$ cat src/rtl/alu_arbiter_if.sv
// alu_arbiter_if: request, response and ALU-side signals of the
// two-requester ALU arbiter, with arbiter (slave) and client (master) views.
interface alu_arbiter_if #(
   parameter int WIDTH = 32,
   parameter int OPW   = 3,
   parameter int CNTW  = 16
);
   logic             req0_valid;
   logic             req0_ready;
   logic [WIDTH-1:0] req0_a;
   logic [WIDTH-1:0] req0_b;
   logic [OPW-1:0]   req0_op;
   logic             req1_valid;
   logic             req1_ready;
   logic [WIDTH-1:0] req1_a;
   logic [WIDTH-1:0] req1_b;
   logic [OPW-1:0]   req1_op;
   logic             rsp0_valid;
   logic             rsp0_ready;
   logic             rsp1_valid;
   logic             rsp1_ready;
   logic [WIDTH-1:0] rsp_data;
   logic [WIDTH-1:0] alu_a;
   logic [WIDTH-1:0] alu_b;
   logic [OPW-1:0]   alu_s;
   logic [WIDTH-1:0] alu_result;
   logic             busy;
   logic [CNTW-1:0]  op_count;

   modport slave (
      input  req0_valid, req0_a, req0_b, req0_op,
      input  req1_valid, req1_a, req1_b, req1_op,
      input  rsp0_ready, rsp1_ready, alu_result,
      output req0_ready, req1_ready,
      output rsp0_valid, rsp1_valid, rsp_data,
      output alu_a, alu_b, alu_s, busy, op_count
   );

   modport master (
      output req0_valid, req0_a, req0_b, req0_op,
      output req1_valid, req1_a, req1_b, req1_op,
      output rsp0_ready, rsp1_ready, alu_result,
      input  req0_ready, req1_ready,
      input  rsp0_valid, rsp1_valid, rsp_data,
      input  alu_a, alu_b, alu_s, busy, op_count
   );
endinterface

$ cat src/rtl/alu_arbiter.sv
// alu_arbiter: round-robin arbiter/sequencer for a shared combinational ALU.
// IDLE accepts one request, EXEC captures the result, RESP returns it.
module alu_arbiter #(
   parameter int WIDTH = 32,
   parameter int OPW   = 3,
   parameter int CNTW  = 16
) (
   input  logic          clk,
   input  logic          rst_n,
   alu_arbiter_if.slave  bus
);

   typedef enum logic [1:0] {
      IDLE = 2'd0,
      EXEC = 2'd1,
      RESP = 2'd2
   } state_t;

   state_t           r_state;
   logic             r_last;
   logic             r_owner;
   logic             r_busy;
   logic             r_rsp0_valid;
   logic             r_rsp1_valid;
   logic [WIDTH-1:0] r_rsp_data;
   logic [WIDTH-1:0] r_alu_a;
   logic [WIDTH-1:0] r_alu_b;
   logic [OPW-1:0]   r_alu_s;
   logic [CNTW-1:0]  r_op_count;

   logic w_idle;
   logic w_win1;
   logic w_ready0;
   logic w_ready1;
   logic w_rsp_take;

   // Winner select: a lone requester wins, contention goes to the one not granted last
   always_comb begin
      w_idle     = (r_state == IDLE);
      w_win1     = bus.req1_valid & (~bus.req0_valid | ~r_last);
      w_ready0   = rst_n & w_idle & bus.req0_valid & ~w_win1;
      w_ready1   = rst_n & w_idle & w_win1;
      w_rsp_take = r_owner ? bus.rsp1_ready : bus.rsp0_ready;
   end

   // Sequencer FSM with registered ALU drive, response and counter outputs
   always_ff @(posedge clk or negedge rst_n) begin
      if (!rst_n) begin
         r_state      <= IDLE;
         r_last       <= 1'b1;
         r_owner      <= 1'b0;
         r_busy       <= 1'b0;
         r_rsp0_valid <= 1'b0;
         r_rsp1_valid <= 1'b0;
         r_rsp_data   <= '0;
         r_alu_a      <= '0;
         r_alu_b      <= '0;
         r_alu_s      <= '0;
         r_op_count   <= '0;
      end else begin
         unique case (r_state)
            IDLE: begin
               if (w_ready0 | w_ready1) begin
                  r_alu_a <= w_ready1 ? bus.req1_a  : bus.req0_a;
                  r_alu_b <= w_ready1 ? bus.req1_b  : bus.req0_b;
                  r_alu_s <= w_ready1 ? bus.req1_op : bus.req0_op;
                  r_owner <= w_ready1;
                  r_last  <= w_ready1;
                  r_busy  <= 1'b1;
                  r_state <= EXEC;
               end
            end
            EXEC: begin
               r_rsp_data   <= bus.alu_result;
               r_rsp0_valid <= ~r_owner;
               r_rsp1_valid <= r_owner;
               r_state      <= RESP;
            end
            RESP: begin
               if (w_rsp_take) begin
                  r_rsp0_valid <= 1'b0;
                  r_rsp1_valid <= 1'b0;
                  r_op_count   <= r_op_count + 1'b1;
                  r_busy       <= 1'b0;
                  r_state      <= IDLE;
               end
            end
            default: r_state <= IDLE;
         endcase
      end
   end

   assign bus.req0_ready = w_ready0;
   assign bus.req1_ready = w_ready1;
   assign bus.rsp0_valid = r_rsp0_valid;
   assign bus.rsp1_valid = r_rsp1_valid;
   assign bus.rsp_data   = r_rsp_data;
   assign bus.alu_a      = r_alu_a;
   assign bus.alu_b      = r_alu_b;
   assign bus.alu_s      = r_alu_s;
   assign bus.busy       = r_busy;
   assign bus.op_count   = r_op_count;

endmodule
$ cat src/flat_wrapper.sv
// flat-port wrapper written by rule: the top's interface ports become plain ports
module alu_arbiter_flat 
#(
   parameter int WIDTH = 32,
   parameter int OPW   = 3,
   parameter int CNTW  = 16
)
  (clk, rst_n, bus_req0_valid, bus_req0_a, bus_req0_b, bus_req0_op, bus_req1_valid, bus_req1_a, bus_req1_b, bus_req1_op, bus_rsp0_ready, bus_rsp1_ready, bus_alu_result, bus_req0_ready, bus_req1_ready, bus_rsp0_valid, bus_rsp1_valid, bus_rsp_data, bus_alu_a, bus_alu_b, bus_alu_s, bus_busy, bus_op_count);
  alu_arbiter_if #(.WIDTH(WIDTH), .OPW(OPW), .CNTW(CNTW)) bus_i ();
  input  logic clk;
  input  logic rst_n;
  input wire logic [$bits(bus_i.req0_valid)-1:0] bus_req0_valid;
  input wire logic [$bits(bus_i.req0_a)-1:0] bus_req0_a;
  input wire logic [$bits(bus_i.req0_b)-1:0] bus_req0_b;
  input wire logic [$bits(bus_i.req0_op)-1:0] bus_req0_op;
  input wire logic [$bits(bus_i.req1_valid)-1:0] bus_req1_valid;
  input wire logic [$bits(bus_i.req1_a)-1:0] bus_req1_a;
  input wire logic [$bits(bus_i.req1_b)-1:0] bus_req1_b;
  input wire logic [$bits(bus_i.req1_op)-1:0] bus_req1_op;
  input wire logic [$bits(bus_i.rsp0_ready)-1:0] bus_rsp0_ready;
  input wire logic [$bits(bus_i.rsp1_ready)-1:0] bus_rsp1_ready;
  input wire logic [$bits(bus_i.alu_result)-1:0] bus_alu_result;
  output wire logic [$bits(bus_i.req0_ready)-1:0] bus_req0_ready;
  output wire logic [$bits(bus_i.req1_ready)-1:0] bus_req1_ready;
  output wire logic [$bits(bus_i.rsp0_valid)-1:0] bus_rsp0_valid;
  output wire logic [$bits(bus_i.rsp1_valid)-1:0] bus_rsp1_valid;
  output wire logic [$bits(bus_i.rsp_data)-1:0] bus_rsp_data;
  output wire logic [$bits(bus_i.alu_a)-1:0] bus_alu_a;
  output wire logic [$bits(bus_i.alu_b)-1:0] bus_alu_b;
  output wire logic [$bits(bus_i.alu_s)-1:0] bus_alu_s;
  output wire logic [$bits(bus_i.busy)-1:0] bus_busy;
  output wire logic [$bits(bus_i.op_count)-1:0] bus_op_count;
  assign bus_i.req0_valid = bus_req0_valid;
  assign bus_i.req0_a = bus_req0_a;
  assign bus_i.req0_b = bus_req0_b;
  assign bus_i.req0_op = bus_req0_op;
  assign bus_i.req1_valid = bus_req1_valid;
  assign bus_i.req1_a = bus_req1_a;
  assign bus_i.req1_b = bus_req1_b;
  assign bus_i.req1_op = bus_req1_op;
  assign bus_i.rsp0_ready = bus_rsp0_ready;
  assign bus_i.rsp1_ready = bus_rsp1_ready;
  assign bus_i.alu_result = bus_alu_result;
  assign bus_req0_ready = bus_i.req0_ready;
  assign bus_req1_ready = bus_i.req1_ready;
  assign bus_rsp0_valid = bus_i.rsp0_valid;
  assign bus_rsp1_valid = bus_i.rsp1_valid;
  assign bus_rsp_data = bus_i.rsp_data;
  assign bus_alu_a = bus_i.alu_a;
  assign bus_alu_b = bus_i.alu_b;
  assign bus_alu_s = bus_i.alu_s;
  assign bus_busy = bus_i.busy;
  assign bus_op_count = bus_i.op_count;
  alu_arbiter #(.WIDTH(WIDTH), .OPW(OPW), .CNTW(CNTW)) u_core (.clk(clk), .rst_n(rst_n), .bus(bus_i));
endmodule
$ cat config.mk
export PLATFORM = sky130hd
export DESIGN_NAME = alu_arbiter_flat
export DESIGN_NICKNAME = d
export VERILOG_FILES = /design/src/rtl/alu_arbiter_if.sv /design/src/rtl/alu_arbiter.sv /design/src/flat_wrapper.sv
export SDC_FILE = /design/constraint.sdc
export NUM_CORES = 1
export LEC_CHECK = 0
export CORE_MARGIN = 1.5
export CORE_UTILIZATION = 42
export DETAILED_ROUTE_END_ITERATION = 8
export PLACE_DENSITY = 0.86
export SYNTH_ARGS = -nofsm -noshare
export SYNTH_HDL_FRONTEND = slang
export SYNTH_SLANG_ARGS = --single-unit
export TNS_END_PERCENT = 10
$ cat constraint.sdc
create_clock -name clk -period 3.1 [get_ports clk]
set_clock_uncertainty 0.15 [all_clocks]
set_input_delay 0.465 -clock clk [delete_from_list [all_inputs] [get_ports clk]]
set_output_delay 0.465 -clock clk [all_outputs]
set_load 0.005 [all_outputs]
Word-level counts from Yosys, hierarchy flattened

Cells that the tools add are included.

Bits in registers: 122
Output and inout port bits: 120
Input bits: 172

Equal/unequal tests: 4
Bitwise gates (word level): 11
Add/sub/neg operators: 1
Mux-type cells: 12
Reduce and logical (&&, ||, !) cells: 8

Operator list:

| kind                    | number |
|---|---|
| $mux W32                | 2 |
| $add A16 B1 Y16 const B | 1 |
| $reduce_and A2 Y1       | 4 |
| $pmux W1 S2             | 3 |
| $pmux W2 S3             | 1 |
| $and A1 B1 Y1           | 5 |
| $mux W2                 | 2 |
| $not A1 Y1              | 4 |
| $reduce_bool A2 Y1      | 2 |
| $mux W1                 | 3 |
| $mux W3                 | 1 |
| $reduce_and A3 Y1       | 1 |
| $eq A2 B1 Y1 const B    | 1 |
| $eq A2 B2 Y1 const B    | 1 |
| $logic_not A2 Y1        | 1 |
| $ne A2 B1 Y1 const B    | 1 |
| $ne A2 B2 Y1 const B    | 1 |
| $or A1 B1 Y1            | 2 |

Depth between registers and ports, before layout

Depth in word-level cells: 8
Depth in mapped cells: 7
Depth with buffers taken out: 5

Worst setup path before layout

Ideal clock, no wire load.

Path kind: input-to-output
Start: input port bus_req1_valid
End: output port bus_req1_ready
Stages: 5
Buffers on the path: 2
Arrival time: 1.197 ns
Setup slack: 1.288 ns
Cell sequence: a21boi_1 nand3_1 buf_2 clkbuf_1 inv_1

Longest elaborated chain between the ends: 2

RTL lines:

| element         | line               | text |
|---|---|---|
| start, declared | flat_wrapper.sv:16 | `input wire logic [$bits(bus_i.req1_valid)-1:0] bus_req1_valid;` |
| $and A1 B1 Y1   | alu_arbiter.sv:40  | `w_win1 = bus.req1_valid & (~bus.req0_valid \| ~r_last);` |
| $and A1 B1 Y1   | alu_arbiter.sv:42  | `w_ready1 = rst_n & w_idle & w_win1;` |
| end, declared   | flat_wrapper.sv:24 | `output wire logic [$bits(bus_i.req1_ready)-1:0] bus_req1_ready;` |

Every way passes these cells.

Worst setup path after layout

Start: input port bus_req0_valid
End: output port bus_req1_ready

Longest elaborated chain between the ends: 4

RTL lines:

| element         | line               | text |
|---|---|---|
| start, declared | flat_wrapper.sv:12 | `input wire logic [$bits(bus_i.req0_valid)-1:0] bus_req0_valid;` |
| $not A1 Y1      | alu_arbiter.sv:40  |  |
| $or A1 B1 Y1    | alu_arbiter.sv:40  |  |
| $and A1 B1 Y1   | alu_arbiter.sv:40  |  |
| $and A1 B1 Y1   | alu_arbiter.sv:42  |  |

Every way passes these cells.

==> qor.yml <==
cells_and_area:
  drive_gt1_share_pct: 5.29
  layout_commonest_cell: "clkdlybuf4s50_1"
  diodes: 0
  synthToLayoutAreaGrowth_pct: 68.6
  fin_util_pct: 73.1
  nNetsFinal: 1048
  final_cell_mix: "clkdlybuf4s50_1 (290), nand2_1 (245), dfrtp_1 (121)"
  instances_no_fill: 1056
status:
  status: "complete, no violations"
sta:
  fmax_ghz: 0.399
  period_share_pct: 80.8
  tightest_slew_ns: 0.850
  tns_ns: 0
  finalMaxSlewViolations: 0
  period_needed_ns: 2.51
  finalHoldViolCount: 0
  rsz0062_at_grt: "no"
  setup_viol_count_final: 0
  fin_hold_ws_ns: 0.112
  slew_headroom_pct: 43.3
worst_setup_path:
  cp_max_fo: 3
  worst-path-buf-inv: 3
  end_kind: "output pin"
  critPathMaxStageDelay_ns: 0.49
  cp.arrival_ns: 1.89
  worstSetupPathType: "in -> out"
  rr_worst_depth: 5
  crit_family: "buffers and inverters"
  crit_top_cell: "clkdlybuf4s50_1"
  cp.required_ns: 2.48
  start_kind: "input port"
  path_cells: "clkdlybuf4s50_1 -> a21boi_1 -> nand3_4 -> inv_1 -> clkdlybuf4s50_1"
  cp.depth: 5
  slowest_stage: "clkdlybuf4s50_1"
clock_tree:
  hold_buffers: 0
  cts_setup_buffers: 0
  cts_tree: "yes"
  clk_pin_slew_ns: 0.06
  cts.sinks: 122
  cts_resized: 0
  cts_buffer_depth: 2
  insertion_delay_ns: 0.42
  cts_buffers: 17
  h-tree-depth: 4
  root_buffer: "clkbuf_16"
synthesis:
  netlist.area_leader.share_pct: 57.7
  synth.area.top_cells: "dfrtp_1 (58%), nand2_1 (18%), a31oi_1 (8.0%), nor2_1 (5.1%), buf_2 (1.4%)"
  ys_types: 33
  synth_warnings: 0
  synth_edf_count: 0
  ys_async_sr_fraction_pct: 100
  synthCells: 597
  synth_seq_cells: 122
  synth_ff_type: "dfrtp_1"
  yosys.area.top_type: "dfrtp_1"
  syn_nets: 770
  synth_sequential_area_ratio_pct: 58.2
  syn_area_per_cell_um2: 8.79
  synth_area_mm2: 0.00525
run:
  maxCapViolations: 0
placement:
  dp_hpwl_um: 11600
  place_congestion: 0.849
  dp.cells: 1024
  portBuffers: 291
routing:
  final_antenna_net_count: 0
  drtIter0Drc: 364
  wl_per_cell_um: 16.0
  viasPerCell: 4.97
  wl_um: 16900
  vias: 5250
  dr.pass1.iters: 4
  drc: 0
grt:
  grt_max_degree: 138
  grt_pass1_vias: 5303
  overflow: 0
  track_usage_pct: 26.3
  grt_pass1_wl_um: 26500
  antenna_found_initial: 0
die:
  fp.dieArea_mm2: 0.0132
  start_util_pct: 43.3
  die_w_um: 115
  pin_count: 292
  num_rows: 40
  fp.coreArea_mm2: 0.0121
  die_y_um: 115
pwr:
  leakage_nw: 3.96
  vdd_ir_drop_max_uv: 468
  powerDensity_mw_per_mm2: 890
hold_path:
  min_path_type: "in -> async"
[worst paths after layout]
kind	start	end	slack (ns)
worst max-delay path	bus_req0_valid	bus_req1_ready	0.59
worst min-delay path	rst_n	u_core.bus.alu_b[25]	0.11
worst max register to register	u_core.r_state[1]	u_core.bus.alu_b[0]	1.23
worst min register to register	u_core.bus.rsp_data[24]	u_core.bus.rsp_data[24]	0.32
max in group asynchronous	rst_n	u_core.bus.rsp_data[4]	2.07
min in group clk	u_core.bus.rsp_data[24]	u_core.bus.rsp_data[24]	0.32
[cell type report]
type	instances	area, µm²
Inverter	3	11.3
Timing Repair Buffer	298	2990
Clock buffer	19	433
Multi-Input combinational cell	433	2000
Clock inverter	13	153
Fill cell	892	3260
Tap cell	168	210
Sequential cell	122	3050
[cells by family after synthesis]
group           count (synthesis)  synth area share, %
mux                             1                0.286
buf+inv                        42                 4.03
flops                         122                 58.2
fa+ha+maj                       1                0.238
compound gates                 72                 8.56
xor+xnor                       15                 2.50
simple gates                  344                 26.2
[flip-flops by register name (all words and copies together), names as in the netlist]
signal,flops
u_core.bus.alu_a,32
u_core.bus.alu_b,32
u_core.bus.alu_s,3
u_core.bus.busy,1
u_core.bus.op_count,16
u_core.bus.rsp0_valid,1
u_core.bus.rsp1_valid,1
u_core.bus.rsp_data,32
u_core.r_last,1
u_core.r_owner,1
u_core.r_state,2
[worst register-to-register path, stage by stage (launching register included)]
cell and delay, ns:
dfrtp_1 0.44, nor2_2 0.27, and3_2 0.31, buf_12 0.27, nand2_1 0.15, a31oi_1 0.19
[layer usage]
metal,GRT usage (%),share of wire (%),wire [µm]
met5,0,0,0
met4,11.8,3.0,516
met3,8.70,8.0,1350
met2,45.0,51,8690
met1,30.1,38,6360
[stage by stage]
step | instance area (µm²) | power, mW | worst slack, ns
floorplan | 5250 | 3.90 | 1.29
global placement | 8260 | 5.82 | 0.606
detailed placement | 8260 | 5.90 | 0.588
CTS | 8850 | 7.93 | 0.581
global route | 8850 | 8.34 | 0.509
finish | 8850 | 7.88 | 0.594
[report_power, final]
part	leakage (nW)	internal [mW]	total (mW)	switching (mW)
Sequential	1.47	2.33	2.78	0.453
Clock	0.275	1.25	1.97	0.716
Combinational	2.21	1.85	3.13	1.28
[cell usage after synthesis, types with 4 or more instances]
cell type,instances
nand2_1,245
dfrtp_1,121
nor2_1,71
a31oi_1,67
clkbuf_1,16
buf_2,15
xnor2_1,8
xor2_1,7
nand4_1,6
buf_6,4
nand3_1,4
nor3_1,4
Power figures use the tool's default switching activity.
